File: src/rtl/br_pkg.sv
// Shared constants and helpers for the register bank with busy scoreboard.
package br_pkg;

  localparam int DATA_W_DEF = 32;
  localparam int ADDR_W_DEF = 5;
  // Widest flattened port vector the field helper can slice.
  localparam int FLAT_MAX   = 256;

  // A write or busy mark lands unless it targets the hardwired-zero register.
  function automatic logic br_wr_keep(input logic en, input logic at_zero,
                                      input logic zero_reg);
    return en && !(zero_reg && at_zero);
  endfunction

  function automatic logic [FLAT_MAX-1:0] br_field(input logic [FLAT_MAX-1:0] v,
                                                   input int unsigned i,
                                                   input int unsigned w);
    logic [FLAT_MAX-1:0] mask;
    mask = (FLAT_MAX'(1) << w) - FLAT_MAX'(1);
    return (v >> (i * w)) & mask;
  endfunction

endpackage

File: src/rtl/banco_reg_sb_score.sv
// Busy scoreboard: one busy bit per register plus a registered population count.
module banco_reg_sb_score
  import br_pkg::*;
#(
  parameter int ADDR_W   = ADDR_W_DEF,
  parameter int ZERO_REG = 1,
  localparam int DEPTH   = 2 ** ADDR_W
) (
  input  logic              CLK,
  input  logic              RST_N,
  input  logic [ADDR_W-1:0] SA,
  input  logic              SE,
  input  logic [ADDR_W-1:0] WA,
  input  logic              WE,
  output logic [DEPTH-1:0]  busy,
  output logic [ADDR_W:0]   nbusy
);

  logic             set_en;
  logic             clr_en;
  logic             inc;
  logic             dec;
  logic [DEPTH-1:0] busy_n;
  logic [ADDR_W:0]  nbusy_n;

  always_comb begin
    set_en  = br_wr_keep(SE, SA == '0, ZERO_REG != 0);
    // A fresh producer on the same register outranks the retiring one.
    clr_en  = br_wr_keep(WE, WA == '0, ZERO_REG != 0) && !(set_en && SA == WA);
    inc     = set_en && !busy[SA];
    dec     = clr_en && busy[WA];
    busy_n  = busy;
    if (clr_en) busy_n[WA] = 1'b0;
    if (set_en) busy_n[SA] = 1'b1;
    nbusy_n = nbusy;
    case ({inc, dec})
      2'b10:   nbusy_n = nbusy + 1'b1;
      2'b01:   nbusy_n = nbusy - 1'b1;
      default: nbusy_n = nbusy;
    endcase
  end

  always_ff @(posedge CLK or negedge RST_N) begin
    if (!RST_N) begin
      busy  <= '0;
      nbusy <= '0;
    end else begin
      busy  <= busy_n;
      nbusy <= nbusy_n;
    end
  end

endmodule

File: src/rtl/banco_reg_sb.sv
// Register bank with combinational read ports, same-cycle write bypass and busy scoreboard.
module banco_reg_sb
  import br_pkg::*;
#(
  parameter int DATA_W   = DATA_W_DEF,
  parameter int ADDR_W   = ADDR_W_DEF,
  parameter int NRD      = 2,
  parameter int ZERO_REG = 1,
  parameter int BYPASS   = 1,
  localparam int DEPTH   = 2 ** ADDR_W
) (
  input  logic                  CLK,
  input  logic                  RST_N,
  input  logic [NRD*ADDR_W-1:0] RA,
  output logic [NRD*DATA_W-1:0] DR,
  output logic [NRD-1:0]        RBSY,
  input  logic [ADDR_W-1:0]     WA,
  input  logic [DATA_W-1:0]     DW,
  input  logic                  WE,
  input  logic [ADDR_W-1:0]     SA,
  input  logic                  SE,
  output logic [ADDR_W:0]       NBUSY
);

  logic [DATA_W-1:0] mem [DEPTH];
  logic [DEPTH-1:0]  busy;
  logic              wr_en;
  logic              fwd_en;
  logic [ADDR_W-1:0] ra_i;

  assign wr_en  = br_wr_keep(WE, WA == '0, ZERO_REG != 0);
  // Forwarding is held off during reset so outputs show only the cleared state.
  assign fwd_en = (BYPASS != 0) && wr_en && RST_N;

  always_ff @(posedge CLK or negedge RST_N) begin
    if (!RST_N) begin
      for (int r = 0; r < DEPTH; r++) mem[r] <= '0;
    end else if (wr_en) begin
      mem[WA] <= DW;
    end
  end

  banco_reg_sb_score #(
    .ADDR_W  (ADDR_W),
    .ZERO_REG(ZERO_REG)
  ) u_score (
    .CLK  (CLK),
    .RST_N(RST_N),
    .SA   (SA),
    .SE   (SE),
    .WA   (WA),
    .WE   (WE),
    .busy (busy),
    .nbusy(NBUSY)
  );

  always_comb begin
    DR   = '0;
    RBSY = '0;
    ra_i = '0;
    for (int p = 0; p < NRD; p++) begin
      ra_i = ADDR_W'(br_field(FLAT_MAX'(RA), p, ADDR_W));
      if ((ZERO_REG != 0) && ra_i == '0) begin
        DR[p*DATA_W +: DATA_W] = '0;
        RBSY[p]                = 1'b0;
      end else if (fwd_en && WA == ra_i) begin
        DR[p*DATA_W +: DATA_W] = DW;
        RBSY[p]                = 1'b0;
      end else begin
        DR[p*DATA_W +: DATA_W] = mem[ra_i];
        RBSY[p]                = busy[ra_i];
      end
    end
  end

endmodule
File: config.mk
export PLATFORM = sky130hd
export DESIGN_NAME = banco_reg_sb
export DESIGN_NICKNAME = d
export VERILOG_FILES = /design/src/rtl/br_pkg.sv /design/src/rtl/banco_reg_sb_score.sv /design/src/rtl/banco_reg_sb.sv
export SDC_FILE = /design/constraint.sdc
export NUM_CORES = 2
export LEC_CHECK = 0
export CORE_ASPECT_RATIO = 0.8
export CORE_MARGIN = 2
export CORE_UTILIZATION = 54
export CTS_CLUSTER_SIZE = 28
export DETAILED_ROUTE_END_ITERATION = 12
export MAX_ROUTING_LAYER = met4
export PLACE_DENSITY = 0.71
export REMOVE_ABC_BUFFERS = 1
export SLEW_MARGIN = 20
export SYNTH_ARGS = -nofsm -noshare
export SYNTH_HDL_FRONTEND = slang
export SYNTH_SLANG_ARGS = --single-unit
File: constraint.sdc
create_clock -name CLK -period 4.1 [get_ports CLK]
set_clock_uncertainty 0.1 [all_clocks]
set_input_delay 0.615 -clock CLK [delete_from_list [all_inputs] [get_ports CLK]]
set_output_delay 0.615 -clock CLK [all_outputs]
set_load 0.01 [all_outputs]
==> impl_metrics.json <==
{
  "status": "finished clean",
  "switching_share": 0.277,
  "yosysUniqueCellTypes": 57,
  "numCtsBuffers": 109,
  "clockPowerShare": 0.337,
  "wl_per_cell_um": 33.2,
  "die_area_um2": 109000,
  "antenna_found_initial": 4,
  "ys_top_cells_by_count": "1062 x dfrtp_1, 934 x mux2_2, 436 x mux4_2",
  "die_y_um": 296,
  "tightest_slew_ns": 1.19,
  "clock_sinks": 1062,
  "grt_use_total": 0.353,
  "required_ns": 3.38,
  "synth_area_um2": 57500,
  "leakagePower_nw": 28.9,
  "setup_viol": 0,
  "syn_to_final_growth_pct": 14.7,
  "yosysMostFrequentCell": "dfrtp_1",
  "peakVddDrop_mv": 0.501,
  "end_kind": "output pin",
  "period_minus_slack_ns": 4.04,
  "ys_ff_latch": 1062,
  "routed-via-count": 39200,
  "cts-root-buf": "clkbuf_16",
  "drc_errors": 0,
  "hold_viol": 0,
  "max-slew-margin-rel": 0.205,
  "crit_chain": "clkdlybuf4s50_1 > or3_2 > buf_4 > nor3_2 > nor2_4 > buf_4 > buf_12 > a22o_1 > clkdlybuf4s50_1",
  "switching_power_mw": 8.74,
  "worst_ep_arrival_time_ns": 3.33,
  "start_util": 0.547,
  "path_clk_slew_ns": 0.06,
  "p_int_mw": 22.8,
  "h-tree-depth": 3,
  "hold_class": "in2async",
  "port-buffer-count": 127,
  "clock_latency_ns": 0.71,
  "yosysWarnings": 0,
  "wirelength_mm": 185,
  "fmax_mhz": 247,
  "path_max_fanout": 8,
  "yosysTopAreaCell": "dfrtp_1",
  "drtAntennaViolNets": 0,
  "viasPerCell": 7.05,
  "startpoint_type": "primary input",
  "worst_path_max_delay_cell": "or3_2",
  "grt_remaining_overflow": 0,
  "gp_congestion": 0.909,
  "synth_top_area_share": 0.463,
  "ys_top_cells_by_area": "dfrtp_1 46%, mux2_2 18%, mux4_2 17%, mux2i_1 4.1%, a221oi_1 1.7%",
  "synthArstFlopShare": 1.00,
  "pre_cts_slack_ns": -0.171,
  "seqPwrFrac": 0.445,
  "fp.dieW_um": 369,
  "ys.flop_type": "dfrtp_1",
  "grt_pass1_wl_mm": 273,
  "grt_max_degree": 174,
  "yosysSeqAreaShare": 0.463,
  "tritoncts": "done",
  "synth_enable_flop_cells": 0,
  "grt_pass1_vias": 40000,
  "min_period_over_period": 0.986,
  "num_rows": 106,
  "path_buf_inv": 5,
  "cp_top_family": "buffers and inverters",
  "avgSynthCellArea_um2": 14.5,
  "pwr-share-comb": 0.217,
  "slew_viol_final": 0,
  "drt_iter0_markers": 4318,
  "final_nets": 4126,
  "powerDensity_nw_per_um2": 479,
  "setup_ws_ns": 0.0589,
  "finish.utilization": 0.627,
  "dp.cells": 5353,
  "hpwl_mm": 113,
  "max_stage_delay_ns": 0.58,
  "drive_gt1_frac": 0.483,
  "instances_no_fill": 5560,
  "worstSetupPathType": "in2out",
  "core-area_um2": 105000,
  "firstDrtPassIters": 5,
  "pin_count": 128,
  "clock_path_buffers": 3,
  "maxCapViolations": 0,
  "synthCells": 3956
}
-- what timing repair did --
action	4_1_cts	5_1_grt
buffers inserted	3	0
hold buffers	1	0
setup endpoints to repair	26	4
hold endpoints to repair	25	0
pin swaps	1	0
resized for setup	1	4
-- state kept, by name (all words and copies together), names as in the netlist --
signal         count
mem             1024
u_score.busy      32
u_score.nbusy      6
-- metrics by stage --
stage                     setup TNS (ns)  hold WS, ns  total power, mW  cell area (µm²)
after floorplan                   -30.37        0.219             18.1            55300
after global routing             -0.0302        0.269             32.8            65900
after detailed placement           -2.60        0.282             20.9            62000
after CTS                              0        0.230             31.6            65900
final                                  0        0.259             31.6            65900
after global placement             -2.08        0.277             20.7            62000
-- layout by cell type, fill, tap and decap left out, types with 5 or more instances in the layout --
master / netlist / final
nor4_1: 34 / 31
nor3_1: 34 / 33
clkbuf_1: 237 / 20
nor2b_1: 9 / 7
a32o_1: 6 / 6
mux2i_1: 236 / 236
o21ai_0: 90 / 90
clkinvlp_4: 0 / 5
mux2_4: 58 / 58
clkinv_2: 0 / 16
a22oi_1: 26 / 26
nand4_1: 5 / 5
nand2_2: 0 / 15
clkdlybuf4s50_1: 0 / 119
o311ai_1: 19 / 20
clkbuf_8: 0 / 29
o311ai_0: 7 / 6
o31ai_1: 9 / 9
o22ai_1: 133 / 133
nor2_4: 0 / 12
ha_1: 5 / 5
nand3_1: 13 / 11
bufinv_16: 0 / 11
clkbuf_16: 0 / 112
a221oi_1: 114 / 114
nor2_1: 24 / 12
mux2_2: 934 / 934
a21oi_1: 38 / 38
nand2b_1: 34 / 33
buf_4: 29 / 249
buf_12: 0 / 82
inv_6: 0 / 5
nand3b_1: 6 / 6
dfrtp_1: 1062 / 1062
xnor2_1: 16 / 16
nand2_4: 0 / 7
a22o_1: 58 / 58
inv_1: 7 / 6
mux4_2: 436 / 436
nand2_1: 40 / 18
-- cell families after synthesis --
group                      count (synthesis)  synth area share
xor gates and xnor gates                  19           0.00290
and+or+nand+nor                          224            0.0213
DFF                                     1062             0.463
AOI/OAI and AO/OA                        513            0.0633
adders and majority gates                  6           0.00144
buffers and inverters                    468            0.0383
muxes                                   1664             0.410
-- worst paths after layout --
check	endpoint	cells past startpoint	startpoint	slack, ns
worst max-delay path	DR[63]	9	RA[7]	0.06
worst min-delay path	mem[371]$_DFFE_PN0P_	2	RST_N	0.26
worst max register to register	u_score.nbusy[5]$_DFFE_PN0P_	11	u_score.busy[23]$_DFF_PN0_	0.67
worst min register to register	mem[994]$_DFFE_PN0P_	0	mem[994]$_DFFE_PN0P_	0.30
max in group asynchronous	mem[910]$_DFFE_PN0P_	4	RST_N	1.65
min in group CLK	mem[994]$_DFFE_PN0P_	0	mem[994]$_DFFE_PN0P_	0.30
-- power by group through the flow --
stage	combinational, mW	clock, mW	sequential (mW)
after global routing	7.31	11.2	14.3
after detailed placement	6.79	0	14.2
after floorplan	4.51	0	13.6
after global placement	6.63	0	14.0
after CTS	6.83	10.7	14.0
final	6.86	10.6	14.1
-- worst register-to-register path, stage by stage, from the launching register on --
cell     delay (ns)
dfrtp_1        0.46
mux4_2         0.52
mux4_2         0.49
o21ai_0        0.17
nand4_1        0.12
ha_1           0.29
ha_1           0.29
a21o_1         0.11
a21oi_1        0.08
or4_1          0.47
nand3_1        0.11
xor2_1         0.14
-- metal layers --
metal,vias to the layer above,global-route usage,routed length [µm]
li1,15700,-,-
met1,20900,0.485,75300
met2,2104,0.517,83200
met3,515,0.0848,18400
met4,0,0.126,7790
met5,-,-,0
-- final cells by class --
type	count	area, µm²
fill	7895	39100
timing repair buffer	457	4790
inverter	8	30.0
clock buffer	160	3260
clock inverter	42	551
sequential	1062	26600
tap	1404	1760
multi-input combinational	2426	28900
antenna	1	2.50
No activity file was read; power rests on OpenSTA's default activity.
